`src/rtl/fetch_stage.sv`:
```
// Instruction-fetch stage with IF/ID pipeline register.
// Holds the PC, drives the instruction-memory address, and latches the
// fetched word with its PC+4 for the decoder. Jumps and taken branches
// redirect the PC; stall, flush and memory wait control the IF/ID register.
module fetch_stage #(
    parameter logic [31:0] RESET_PC = 32'h0000_0000,
    parameter logic [31:0] NOP_WORD = 32'h0000_0000
) (
    input  logic        clk,
    input  logic        rst,
    output logic [31:0] imem_addr,
    input  logic [31:0] imem_rdata,
    input  logic        imem_ready,
    input  logic        stall,
    input  logic        flush,
    input  logic        jump,
    input  logic [25:0] jump_index,
    input  logic        branch_taken,
    input  logic [31:0] branch_pc4,
    input  logic [15:0] branch_offset,
    output logic [31:0] if_id_instr,
    output logic [31:0] if_id_pc4,
    output logic        if_id_valid,
    output logic [5:0]  opcode,
    output logic [31:0] fetch_count
);

    // IF/ID occupancy: EMPTY holds a bubble, FULL holds a real instruction.
    typedef enum logic {
        EMPTY = 1'b0,
        FULL  = 1'b1
    } state_e;

    state_e      state_q, state_d;
    logic [31:0] pc_q,    pc_d;
    logic [31:0] instr_q, instr_d;
    logic [31:0] pc4_q,   pc4_d;
    logic [31:0] count_q, count_d;

    logic [31:0] pc_plus4_s;
    logic [31:0] jump_target_s;
    logic [31:0] branch_target_s;
    logic        fetch_ok_s;

    // Sequential PC wrap from 32'hFFFF_FFFC to 0 falls out of the 32-bit add.
    assign pc_plus4_s      = pc_q + 32'd4;
    // Jump target takes its region bits from the jump's own PC+4, held in IF/ID.
    assign jump_target_s   = {pc4_q[31:28], jump_index, 2'b00};
    assign branch_target_s = branch_pc4 + {{14{branch_offset[15]}}, branch_offset, 2'b00};
    // A word is consumed only when memory delivers it and nothing holds the PC.
    assign fetch_ok_s      = imem_ready & ~stall;

    // State register: PC, IF/ID contents and fetch counter, async reset.
    always_ff @(posedge clk or posedge rst) begin
        if (rst) begin
            state_q <= EMPTY;
            pc_q    <= RESET_PC;
            instr_q <= NOP_WORD;
            pc4_q   <= 32'h0000_0000;
            count_q <= 32'h0000_0000;
        end else begin
            state_q <= state_d;
            pc_q    <= pc_d;
            instr_q <= instr_d;
            pc4_q   <= pc4_d;
            count_q <= count_d;
        end
    end

    // Next-state logic: redirect > stall > memory wait > normal fetch, with
    // flush turning whatever IF/ID would latch into a bubble.
    always_comb begin
        state_d = state_q;
        pc_d    = pc_q;
        instr_d = instr_q;
        pc4_d   = pc4_q;
        count_d = count_q;

        if (jump) begin
            pc_d    = jump_target_s;
            state_d = EMPTY;
            instr_d = NOP_WORD;
            pc4_d   = 32'h0000_0000;
        end else if (branch_taken) begin
            pc_d    = branch_target_s;
            state_d = EMPTY;
            instr_d = NOP_WORD;
            pc4_d   = 32'h0000_0000;
        end else if (stall) begin
            // PC frozen; IF/ID holds unless flush kills it.
            pc_d = pc_q;
            if (flush) begin
                state_d = EMPTY;
                instr_d = NOP_WORD;
                pc4_d   = 32'h0000_0000;
            end else begin
                state_d = state_q;
            end
        end else if (!fetch_ok_s) begin
            // Memory wait: PC holds and a bubble enters IF/ID.
            pc_d    = pc_q;
            state_d = EMPTY;
            instr_d = NOP_WORD;
            pc4_d   = 32'h0000_0000;
        end else begin
            pc_d = pc_plus4_s;
            if (flush) begin
                // Fetched word is discarded and not counted.
                state_d = EMPTY;
                instr_d = NOP_WORD;
                pc4_d   = 32'h0000_0000;
            end else begin
                state_d = FULL;
                instr_d = imem_rdata;
                pc4_d   = pc_plus4_s;
                count_d = count_q + 32'd1;
            end
        end
    end

    // Output logic: all outputs come straight from registers.
    always_comb begin
        imem_addr   = pc_q;
        if_id_instr = instr_q;
        if_id_pc4   = pc4_q;
        if_id_valid = (state_q == FULL);
        opcode      = instr_q[31:26];
        fetch_count = count_q;
    end

endmodule

```
`config.mk`:
```
export PLATFORM = sky130hd
export DESIGN_NAME = fetch_stage
export DESIGN_NICKNAME = d
export VERILOG_FILES = /design/src/rtl/fetch_stage.sv
export SDC_FILE = /design/constraint.sdc
export NUM_CORES = 1
export LEC_CHECK = 0
export CAP_MARGIN = 20
export CORE_ASPECT_RATIO = 1.5
export CORE_MARGIN = 1.5
export CORE_UTILIZATION = 30
export DETAILED_ROUTE_END_ITERATION = 12
export REMOVE_ABC_BUFFERS = 1
export SETUP_SLACK_MARGIN = 0.02
export SYNTH_ARGS = -nofsm -noshare
export SYNTH_HDL_FRONTEND = slang
export SYNTH_SLANG_ARGS = --single-unit
```
`constraint.sdc`:
```
create_clock -name clk -period 7.4 [get_ports clk]
set_input_delay 1.11 -clock clk [delete_from_list [all_inputs] [get_ports clk]]
set_output_delay 1.11 -clock clk [all_outputs]
set_load 0.01 [all_outputs]
```
After elaboration in Yosys (flattened, before gate mapping):

Index checks and enable logic that the tools add are counted.

* output and inout port bits: 135
* word-level logic and storage cells: 39
* input bits: 113
* register bits: 129

* equality and inequality tests: 2
* bitwise gates (word level): 5
* add/subtract/negate cells: 3
* mux-type cells: 21
* reduce and logical (&&, ||, !) cells: 3

Operators by type and width (number)
* 32-bit 2-to-1 mux: 15
* 32-bit by 1-bit adder with 32-bit output, second input constant: 1
* 32-bit by 3-bit adder with 32-bit output, second input constant: 1
* 32-bit adder: 1
* 1-bit 2-to-1 mux: 6
* 5-bit AND reduction: 1
* 4-bit by 1-bit inequality test with 1-bit output, second input constant: 1
* 1-bit inverter: 4
* 3-bit by 1-bit inequality test with 1-bit output, second input constant: 1
* 3-bit nonzero test: 1
* 2-bit AND reduction: 1
* 1-bit AND: 1

Depth between registers and ports, before layout:

* depth after elaboration: 6
* gate-level depth with buffers: 11
* depth with buffers taken out: 10

Worst setup path after synthesis:

OpenSTA, ideal clock, no wires.

* path kind: in2reg
* start point: in branch_pc4[2]
* end point: reg pc_q[28], in the netlist imem_addr[28]
* required time: 7.322 ns
* path buffers: 0
* stages on the path: 10
* library setup time: 0.078 ns
* slack: 3.897 ns
* data arrival time: 3.425 ns
* path through: ha_1 > fa_1 > a21o_1 > a31o_2 > a211o_1 > a31o_2 > a31o_2 > nand4_1 > mux2_2 > a21oi_1

* word-level cells in the longest chain between the ends: 3

Ends and longest elaborated chain
* start, declared: RTL line 19 `input logic [31:0] branch_pc4,`
* 32-bit adder: RTL line 49 `assign branch_target_s = branch_pc4 + {{14{branch_offset[15]}}, branch_offset, 2'b00};`
* 32-bit 2-to-1 mux: RTL line 84 `end else if (branch_taken) begin`
* 32-bit 2-to-1 mux: RTL line 79 `if (jump) begin`
* end signal, assigned: RTL line 63 `pc_q <= pc_d;`
* end, declared: RTL line 35 `logic [31:0] pc_q, pc_d;`

No other way between the ends.
A chain may end at the register's enable or synchronous reset.

Worst setup path after layout:

* start point: in branch_offset[15]
* end point: reg pc_q[31], in the netlist imem_addr[31]

* word-level cells in the longest chain between the ends: 3

Ends and longest elaborated chain
* start, declared: RTL line 20 `input logic [15:0] branch_offset,`
* 32-bit adder: RTL line 49
* 32-bit 2-to-1 mux: RTL line 84
* 32-bit 2-to-1 mux: RTL line 79

No other way between the ends.

==> run summary <==
Clk sinks: 129
RSZ-0062 raised after global routing: false
Startpoint types: primary input
Sequential area share after synthesis: 42.3%
Post_cts resized: 0
Ports: 248
DR WL/cell: 18.3 um
Pin count of the biggest net entering global routing: 77
Status: finished, final reports clean
Slew headroom: 26.4%
IO buf count: 247
Clock skew: 0.0129 ns
Die ar.: 0.0264 mm2
Crit path arrival time: 4.04 ns
Clock latency on the worst-skew pair: 0.42 ns
Initial Util: 30.5%
Num rows: 71
Largest family of logic cells by synthesized area: compound AO/OA/AOI/OAI gates
Hold Path Class: flop to flop
Most used cell, CP: o21ai_0
Total global routing overflow: 0
Crit Path Max Fanout: 15
Antenna Nets Post-Route: 0
Number of global-route vias before repair: 7127
R2R Setup Slk: 4.82 ns
Cell type with the largest total area after synthesis: dfrtp_1
Nets: 1213
Yosys reg bits: 129
Core Footprint: 0.0251 mm2
Routed wire length: 25.8 mm
Area Growth Syn to Fin: 45.2%
Fillers: 2495
Root buffer cell: clkbuf_16
Vias: 7181
Critical Path Sink Type: flop
Distinct cell type count after synthesis: 65
# DRC: 0
Synth area leaders: dfrtp_1 42%, xnor2_1 5.7%, ha_1 5.1%
Adder and majority gate portion of the synthesized area: 5.34%
CP required: 7.69 ns
CTS tree: done
Mapped Area: 0.00764 mm2
Hold-fix buffers, CTS: 0
EDFF count, synth: 0
XOR/XNOR Fraction of Synth Area: 10.4%
# setup viols final: 0
Leakage: 4.65 nW
Final instance area: 0.0111 mm2
Routability congestion estimate from global placement: 0.892
Simple-Gate Fraction of Synth Area: 17.9%
Max cap viols: 0
Fin crit share: 50.6%
Ys async rst share: 100%
Dpl hpwl: 19.7 mm
Share of cells above drive strength 1: 5.37%
Max Freq: 0.267 GHz
Iter 0 DRT Violations: 416
Synth Flop Type: dfrtp_1
Total track usage: 19.5%
Mean Syn Cell Area: 9.11 um2
1st-pass router iterations: 5
Syn Inst Count: 838
Total Negative Setup Slacks: 0 ns
Post-synthesis mux area share: 0.836%
Power per cell area: 199 mW/mm2
Clk buf depth: 2
Post-synthesis compound-gate area fraction: 19.8%
Postcts setup bufs: 0
Final Hold Viols: 0
Placed Area: 0.0104 mm2
CP Cell Sequence: clkdlybuf4s50_1, ha_1, and2_1, a21oi_1, or3b_2, nand4b_1, o21ai_0, nand3_1, nor3b_1, o21ai_0
H-Tree Depth: 4
Crit-path max cell delay: 0.75 ns
Slew @ Worst Pin: 1.10 ns
Ys Warns: 0
Die Height: 198 um
Fin crit period: 3.75 ns
Post-synth top area share: 42.3%
Worst VDD drop: 0.124 mV
Reg clk slew, reported paths: 0.06 ns
Critical path class: primary input to flop
Pins Over Slew Limit: 0
Vias per cell: 5.09
Die Wd: 133 um
CTS buffer count: 17
Antenna violations before repair: 1
First-pass GRT wire length: 39.8 mm
Slowest cell on crit path: clkdlybuf4s50_1
-- layout by cell type, fill, tap and decap left out, types with 6 or more instances in the layout --
master | synthesis | layout
clkbuf_16 | 0 | 17
a22o_1 | 35 | 35
bufinv_16 | 0 | 6
nand3_1 | 33 | 33
and3_1 | 16 | 16
inv_1 | 13 | 12
o21ai_0 | 65 | 65
nor3_1 | 12 | 12
o211ai_1 | 7 | 7
a21oi_1 | 55 | 55
nand4_1 | 19 | 19
a21o_1 | 15 | 15
buf_4 | 8 | 10
dfrtp_1 | 129 | 129
ha_1 | 31 | 31
nor2_1 | 73 | 73
xnor2_1 | 50 | 50
and2_1 | 7 | 6
xor2_1 | 41 | 41
a22oi_1 | 7 | 7
clkdlybuf4s50_1 | 0 | 247
nand2_1 | 103 | 103
-- state kept, by name, summed over array words and instances, names as in the netlist --
register	count
fetch_count	32
imem_addr	32
if_id_valid	1
if_id_instr	32
if_id_pc4	32
-- kinds of logic after synthesis --
| kind of cell | after synthesis |
|---|---|
| adders and majority gates | 32 |
| AOI/OAI and AO/OA | 232 |
| DFF | 129 |
| buffers and inverters | 61 |
| xor gates and xnor gates | 91 |
| muxes | 6 |
| and+or+nand+nor | 287 |
-- per-stage QoR --
step / power [mW] / hold WS, ns / utilization, % / worst slack (ns) / cells
after global placement: 1.25 / 0.459 / 41.5 / 3.30 / 1376
after floorplan: 1.02 / 0.504 / - / 2.85 / 791
after CTS: 2.23 / 0.473 / 44.1 / 3.69 / 1408
final: 2.21 / 0.465 / 44.3 / 3.65 / 1410
after detailed placement: 1.26 / 0.464 / 41.5 / 3.27 / 1376
after global routing: 2.30 / 0.490 / 44.3 / 3.38 / 1410
-- synth_stat cells, types with 2 or more instances --
master / n
o41ai_1: 2
a211o_1: 2
inv_1: 13
nor3_1: 12
clkbuf_1: 34
a21o_1: 15
nand4_2: 2
nand4_1: 19
buf_2: 3
a221o_1: 2
xnor2_1: 50
nor2_1: 73
nor3b_1: 2
ha_1: 31
o22ai_1: 3
nor3_2: 2
o211ai_1: 7
a22o_1: 35
mux2i_1: 3
xor2_1: 41
a22oi_1: 7
a21oi_1: 55
nand3_1: 33
buf_1: 2
o31ai_1: 3
and2_1: 7
buf_4: 8
and4_1: 3
and3_1: 16
a211oi_1: 5
a31o_2: 4
dfrtp_1: 129
o2111ai_1: 2
mux2_2: 3
o21a_1: 4
a31oi_1: 4
o21bai_1: 3
a221oi_1: 2
o221ai_1: 3
o21ai_0: 65
nor2b_1: 3
nand2_1: 103
-- where the power goes --
group	total [mW]	internal (mW)	switching, mW
clock network	0.963	0.649	0.314
logic	0.452	0.222	0.230
registers	0.793	0.739	0.0532
total	2.21	1.61	0.597
-- layout make-up --
class / instances / area [um2] / share of cell area [%]
clock inverters: 10 / 205 / 1.85
flip-flops and latches: 129 / 3230 / 29.1
diodes: 1 / 2.50 / 0.0226
well taps: 328 / 410 / 3.70
inverters: 14 / 57.6 / 0.519
repair buffers: 258 / 2570 / 23.2
clock buffers: 22 / 464 / 4.19
multi-input cells: 648 / 4150 / 37.4
-- routing by layer --
metal | up-vias | wire length [um] | GRT usage [%]
met5 | - | 0 | 0
met4 | 0 | 787 | 8.37
met3 | 45 | 814 | 2.40
met2 | 242 | 14200 | 36.6
met1 | 3435 | 10000 | 22.0
li1 | 3459 | - | -
-- critical path: cells and delay by family --
family                     cells  cell delay [ns]
and+or+nand+nor                5             1.18
buffers and inverters          1             0.75
adders and majority gates      1             0.59
AOI/OAI and AO/OA              3             0.39
-- final timing paths --
kind,from,to,cells past startpoint
max,branch_offset[15],imem_addr[31]$_DFFE_PP0P_,10
min,fetch_count[31]$_DFFE_PP0P_,fetch_count[31]$_DFFE_PP0P_,1
max reg2reg,imem_addr[12]$_DFFE_PP0P_,imem_addr[31]$_DFFE_PP0P_,8
min reg2reg,fetch_count[31]$_DFFE_PP0P_,fetch_count[31]$_DFFE_PP0P_,1
max in group asynchronous,rst,if_id_valid$_DFFE_PP0P_,4
min in group asynchronous,rst,if_id_instr[9]$_DFFE_PP0P_,2
(Power assumes the default switching activity.)
==> variant 1: new RTL, config.mk and constraints unchanged <==
Put a register stage on the output `fetch_count`, cleared by the reset. The value now appears one clock later. The other outputs are not delayed to match.
--- a/src/rtl/fetch_stage.sv
+++ b/src/rtl/fetch_stage.sv
@@ -30,6 +30,8 @@
         EMPTY = 1'b0,
         FULL  = 1'b1
     } state_e;
+
+    logic [31:0] fetch_count_d;
 
     state_e      state_q, state_d;
     logic [31:0] pc_q,    pc_d;
@@ -125,7 +127,15 @@
         if_id_pc4   = pc4_q;
         if_id_valid = (state_q == FULL);
         opcode      = instr_q[31:26];
-        fetch_count = count_q;
+        fetch_count_d = count_q;
+    end
+
+    always_ff @(posedge clk or posedge rst) begin
+        if (rst) begin
+            fetch_count <= '0;
+        end else begin
+            fetch_count <= fetch_count_d;
+        end
     end
 
 endmodule
Formal check against the unedited RTL: not equivalent (a bounded check fails within 4 cycles, from zero or initial values and one cycle with rst high).
==> variant 1 against the original RTL <==
Clock power shrank 6.9%; synthesized area is 7.0% higher; power grew 3.5%; setup slack got worse by 0.32 ns; routed wire length decreased by 7.4%; critical path depth increased by 1; design area grew 4.1%; cell count shrank 1.6%; count of clock-buffer cells in the layout shrank 3; sequential cell count rose by 32; first-iteration DRC count fell by 9.1%; critical endpoint is now imem_addr[30]; largest power group is now sequential cells.
==> variant 1: results (changes against the original RTL) <==
stage,metric,value,unit,change
yosys,synth_area_leaders,"dfrtp_1, xnor2_1, ha_1",,unchanged
drt,drt-initial-drc-count,378,,was 416
place,dp_hpwl,18.34,mm,was 19.75 mm
critical_path,critical_path_arrival,4.37,ns,was 4.04 ns
yosys,ys_types,59,,was 65
pwr,p_leak,4.932,nW,was 4.653 nW
critical_path,critical-path-slowest-cell,a221oi_1,,was clkdlybuf4s50_1
global_route,grt_max_degree,90,,was 77
place,post_dp_cell_area,10940,um2,was 10390 um2
drt,drt-total-wl,23.89,mm,was 25.80 mm
pwr,ir_drop,0.0001351,V,was 0.0001242 V
global_route,grt_pass1_vias,6844,,was 7127
global_route,use_met3,2.920,%,was 2.396%
drt,num_vias,6852,,was 7181
clocking,cts_buffer_depth,2,,unchanged
global_route,met1_usage,19.41,%,was 22.04%
finish,antennaDiodeCount,0,,was 1
global_route,grtUsageTotal,17.25,%,was 19.51%
global_route,grt_pass1_wl,37.29,mm,was 39.76 mm
finish,drive_gt1_share,4.381,%,was 5.365%
status,status,completed,,unchanged
global_route,antenna_found_initial,0,,was 1
global_route,use_met2,31.27,%,was 36.61%
yosys,synth.yosys.seq_area_share,49.33,%,was 42.27%
critical_path,max_stage_delay,0.55,ns,was 0.75 ns
place,gp_congestion,0.8190,,was 0.8924
critical_path,cp_max_fo,4,,was 15
critical_path,critPathTopFamily,compound AO/OA/AOI/OAI gates,,was simple AND/OR/NAND/NOR gates
variant 1: final timing paths:
path                                from  slack [ns]             end  cells past startpoint
max reg2reg                 imem_addr[2]        4.90   imem_addr[26]                      7
min reg2reg                   count_q[9]        0.37  fetch_count[9]                      0
min in group asynchronous            rst        1.20  if_id_instr[6]                      2
max                        branch_pc4[2]        3.33   imem_addr[30]                     11
min                           count_q[9]        0.37  fetch_count[9]                      0
max in group asynchronous            rst        4.69   imem_addr[15]                      3
variant 1: cells by family after synthesis:
kind of cell             count (synthesis)  synth area share [%]
adder cells (fa/ha/maj)                 32                 4.994
AO/OA/AOI/OAI                          215                 17.46
multiplexers                             4                0.4902
XOR/XNOR                               100                 10.72
buffers and inverters                   62                 3.140
AND/OR/NAND/NOR                        230                 13.86
flip-flops                             161                 49.33
variant 1: through the flow:
| step | instances | hold WS [ns] |
|---|---|---|
| finish | 1387 | 0.3743 |
| global route | 1387 | 0.3869 |
| CTS | 1387 | 0.3776 |
| detailed placement | 1355 | 0.3633 |
| global placement | 1355 | 0.3609 |
| floorplan | 766 | 0.3537 |
variant 1: where the power goes:
group	switching, mW	total (mW)	leakage [nW]	internal (mW)
combinational	0.203	0.417	2.52	0.214
clock	0.376	0.897	0.291	0.521
sequential	0.0517	0.971	2.13	0.919
total	0.631	2.29	4.93	1.65
variant 1: cell type report:
type	instances	area (um2)
sequential	161	4029
fill	2635	15120
clock buffer	19	452.9
inverter	24	95.09
multi-input combinational	581	3887
timing repair buffer	252	2510
tap	337	421.7
clock inverter	13	150.1
variant 1: layer usage:
metal | share of wire [%] | vias to the layer above
met5 | 0 | -
li1 | - | 3350
met2 | 54 | 168
met3 | 3.3 | 43
met1 | 39 | 3291
met4 | 3.5 | 0
==> variant 2: new RTL, same flow settings <==
Without the edit above. Register the input `branch_offset` before use. The logic sees it one clock later. The other inputs are not delayed to match.
--- a/src/rtl/fetch_stage.sv
+++ b/src/rtl/fetch_stage.sv
@@ -31,6 +31,12 @@
         FULL  = 1'b1
     } state_e;
 
+    logic [15:0] branch_offset_q;
+
+    always_ff @(posedge clk) begin
+        branch_offset_q <= branch_offset;
+    end
+
     state_e      state_q, state_d;
     logic [31:0] pc_q,    pc_d;
     logic [31:0] instr_q, instr_d;
@@ -46,7 +52,7 @@
     assign pc_plus4_s      = pc_q + 32'd4;
     // Jump target takes its region bits from the jump's own PC+4, held in IF/ID.
     assign jump_target_s   = {pc4_q[31:28], jump_index, 2'b00};
-    assign branch_target_s = branch_pc4 + {{14{branch_offset[15]}}, branch_offset, 2'b00};
+    assign branch_target_s = branch_pc4 + {{14{branch_offset_q[15]}}, branch_offset_q, 2'b00};
     // A word is consumed only when memory delivers it and nothing holds the PC.
     assign fetch_ok_s      = imem_ready & ~stall;
 
Formal check against the unedited RTL: not equivalent (Yosys sat finds a counterexample within 4 cycles, from zero or initial values and one cycle with rst high).
==> variant 2 against the original RTL <==
Synthesized cell count increased by 3.1%; highest routed layer unchanged; routed wire length is 1.9% higher; setup slack gained 0.26 ns; first-iteration DRC count is 17% lower; power is 1.4% lower; non-clock buffer count down 4; design area increased by 4.2%; sequential cell count increased by 16; fmax is 7.3% higher; synthesized area rose by 8.3%; largest cell class unchanged; hold slack better by 0.0079 ns.
==> variant 2: results (changes against the original RTL) <==
stage,metric,value,unit,change
drt,drt-initial-drc-count,347,,was 416
global_route,use_met3,2.943,%,was 2.396%
drt,drt-met1-wl,10.49,mm,was 10.05 mm
finish,antennaDiodeCount,0,,was 1
global_route,antenna_found_initial,0,,was 1
yosys,synth.yosys.seq_area_share,42.90,%,was 42.27%
global_route,use_met2,34.59,%,was 36.61%
global_route,grt_pass1_wl,41.59,mm,was 39.76 mm
pwr,ir_drop,0.0001608,V,was 0.0001242 V
yosys,synth_async_sr_flop_share,88.97,%,was 100.0%
sta,skew,0.008966,ns,was 0.01292 ns
drt,drt-total-wl,26.29,mm,was 25.80 mm
status,status,completed,,unchanged
drt,num_vias,7300,,was 7181
sta,max_slew_margin,33.14,%,was 26.38%
global_route,grt_max_degree,69,,was 77
drt,detailroute.wirelength.met2,13.92,mm,was 14.15 mm
global_route,grtUsageTotal,18.75,%,was 19.51%
drt,first_pass_iters,4,,was 5
place,dp_hpwl,20.45,mm,was 19.75 mm
critical_path,critical_path_arrival,3.80,ns,was 4.04 ns
finish,fin_util,42.59,%,was 44.27%
pwr,p_leak,4.789,nW,was 4.653 nW
finish,nNetsFinal,1237,,was 1213
yosys,synth_area_leaders,"dfrtp_1, xnor2_1, ha_1",,unchanged
yosys,ys_types,81,,was 65
drt,wl_met3,944,um,was 814 um
place,pre_cts_ws,3.446,ns,was 3.265 ns
finish,fillers,2736,,was 2495
drt,wire_per_inst,18.17,um,was 18.30 um
finish,drive_gt1_share,7.149,%,was 5.365%
yosys,synthCells,864,,was 838
critical_path,cp_max_fo,4,,was 15
place,gp_congestion,0.9319,,was 0.8924
yosys,yosys-top-cells-count,"dfrtp_1, nand2_1, nor2_1, xnor2_1, o21ai_0",,"was dfrtp_1, nand2_1, nor2_1, o21ai_0, a21oi_1"
global_route,met1_usage,21.04,%,was 22.04%
pwr,switching_share,30.39,%,was 27.03%
variant 2: layout make-up:
cell class / instances / share of cell area (%)
clock buffers: 19 / 3.931
clock inverters: 13 / 0.8771
inverters: 24 / 0.8013
multi-input cells: 650 / 38.17
flip-flops and latches: 145 / 30.71
well taps: 342 / 3.703
repair buffers: 254 / 21.81
variant 2: power by group through the flow:
stage | registers [mW] | logic, mW | clock network [mW]
CTS | 0.889 | 0.476 | 0.836
finish | 0.889 | 0.473 | 0.814
detailed placement | 0.904 | 0.473 | 0
global placement | 0.903 | 0.471 | 0
global route | 0.896 | 0.519 | 0.868
floorplan | 0.906 | 0.241 | 0
variant 2: cell families after synthesis:
kind of cell | after synthesis | synth area share (%)
and+or+nand+nor | 278 | 17.41
AOI/OAI and AO/OA | 241 | 20.17
DFF | 145 | 42.90
xor gates and xnor gates | 90 | 9.622
buffers and inverters | 69 | 3.857
adders and majority gates | 32 | 4.932
muxes | 9 | 1.104
variant 2: worst paths after layout:
check,startpoint,end,slack [ns],depth (start not counted)
min in group asynchronous,rst,if_id_instr[11],1.18,2
hold / removal,if_id_pc4[7],if_id_pc4[7],0.47,2
setup reg to reg,branch_offset_q[15],imem_addr[27],4.59,8
setup / recovery,branch_pc4[2],imem_addr[30],3.91,10
max in group asynchronous,rst,if_id_instr[4],4.78,3
hold reg to reg,if_id_pc4[7],if_id_pc4[7],0.47,2
variant 2: worst max-delay path, stage by stage:
cell             delay [ns]
clkdlybuf4s50_1        0.40
ha_1                   0.25
fa_1                   0.42
a21o_1                 0.22
a221o_1                0.33
a21o_1                 0.24
a211oi_2               0.35
o21ba_1                0.20
mux2i_1                0.19
o21ai_1                0.07
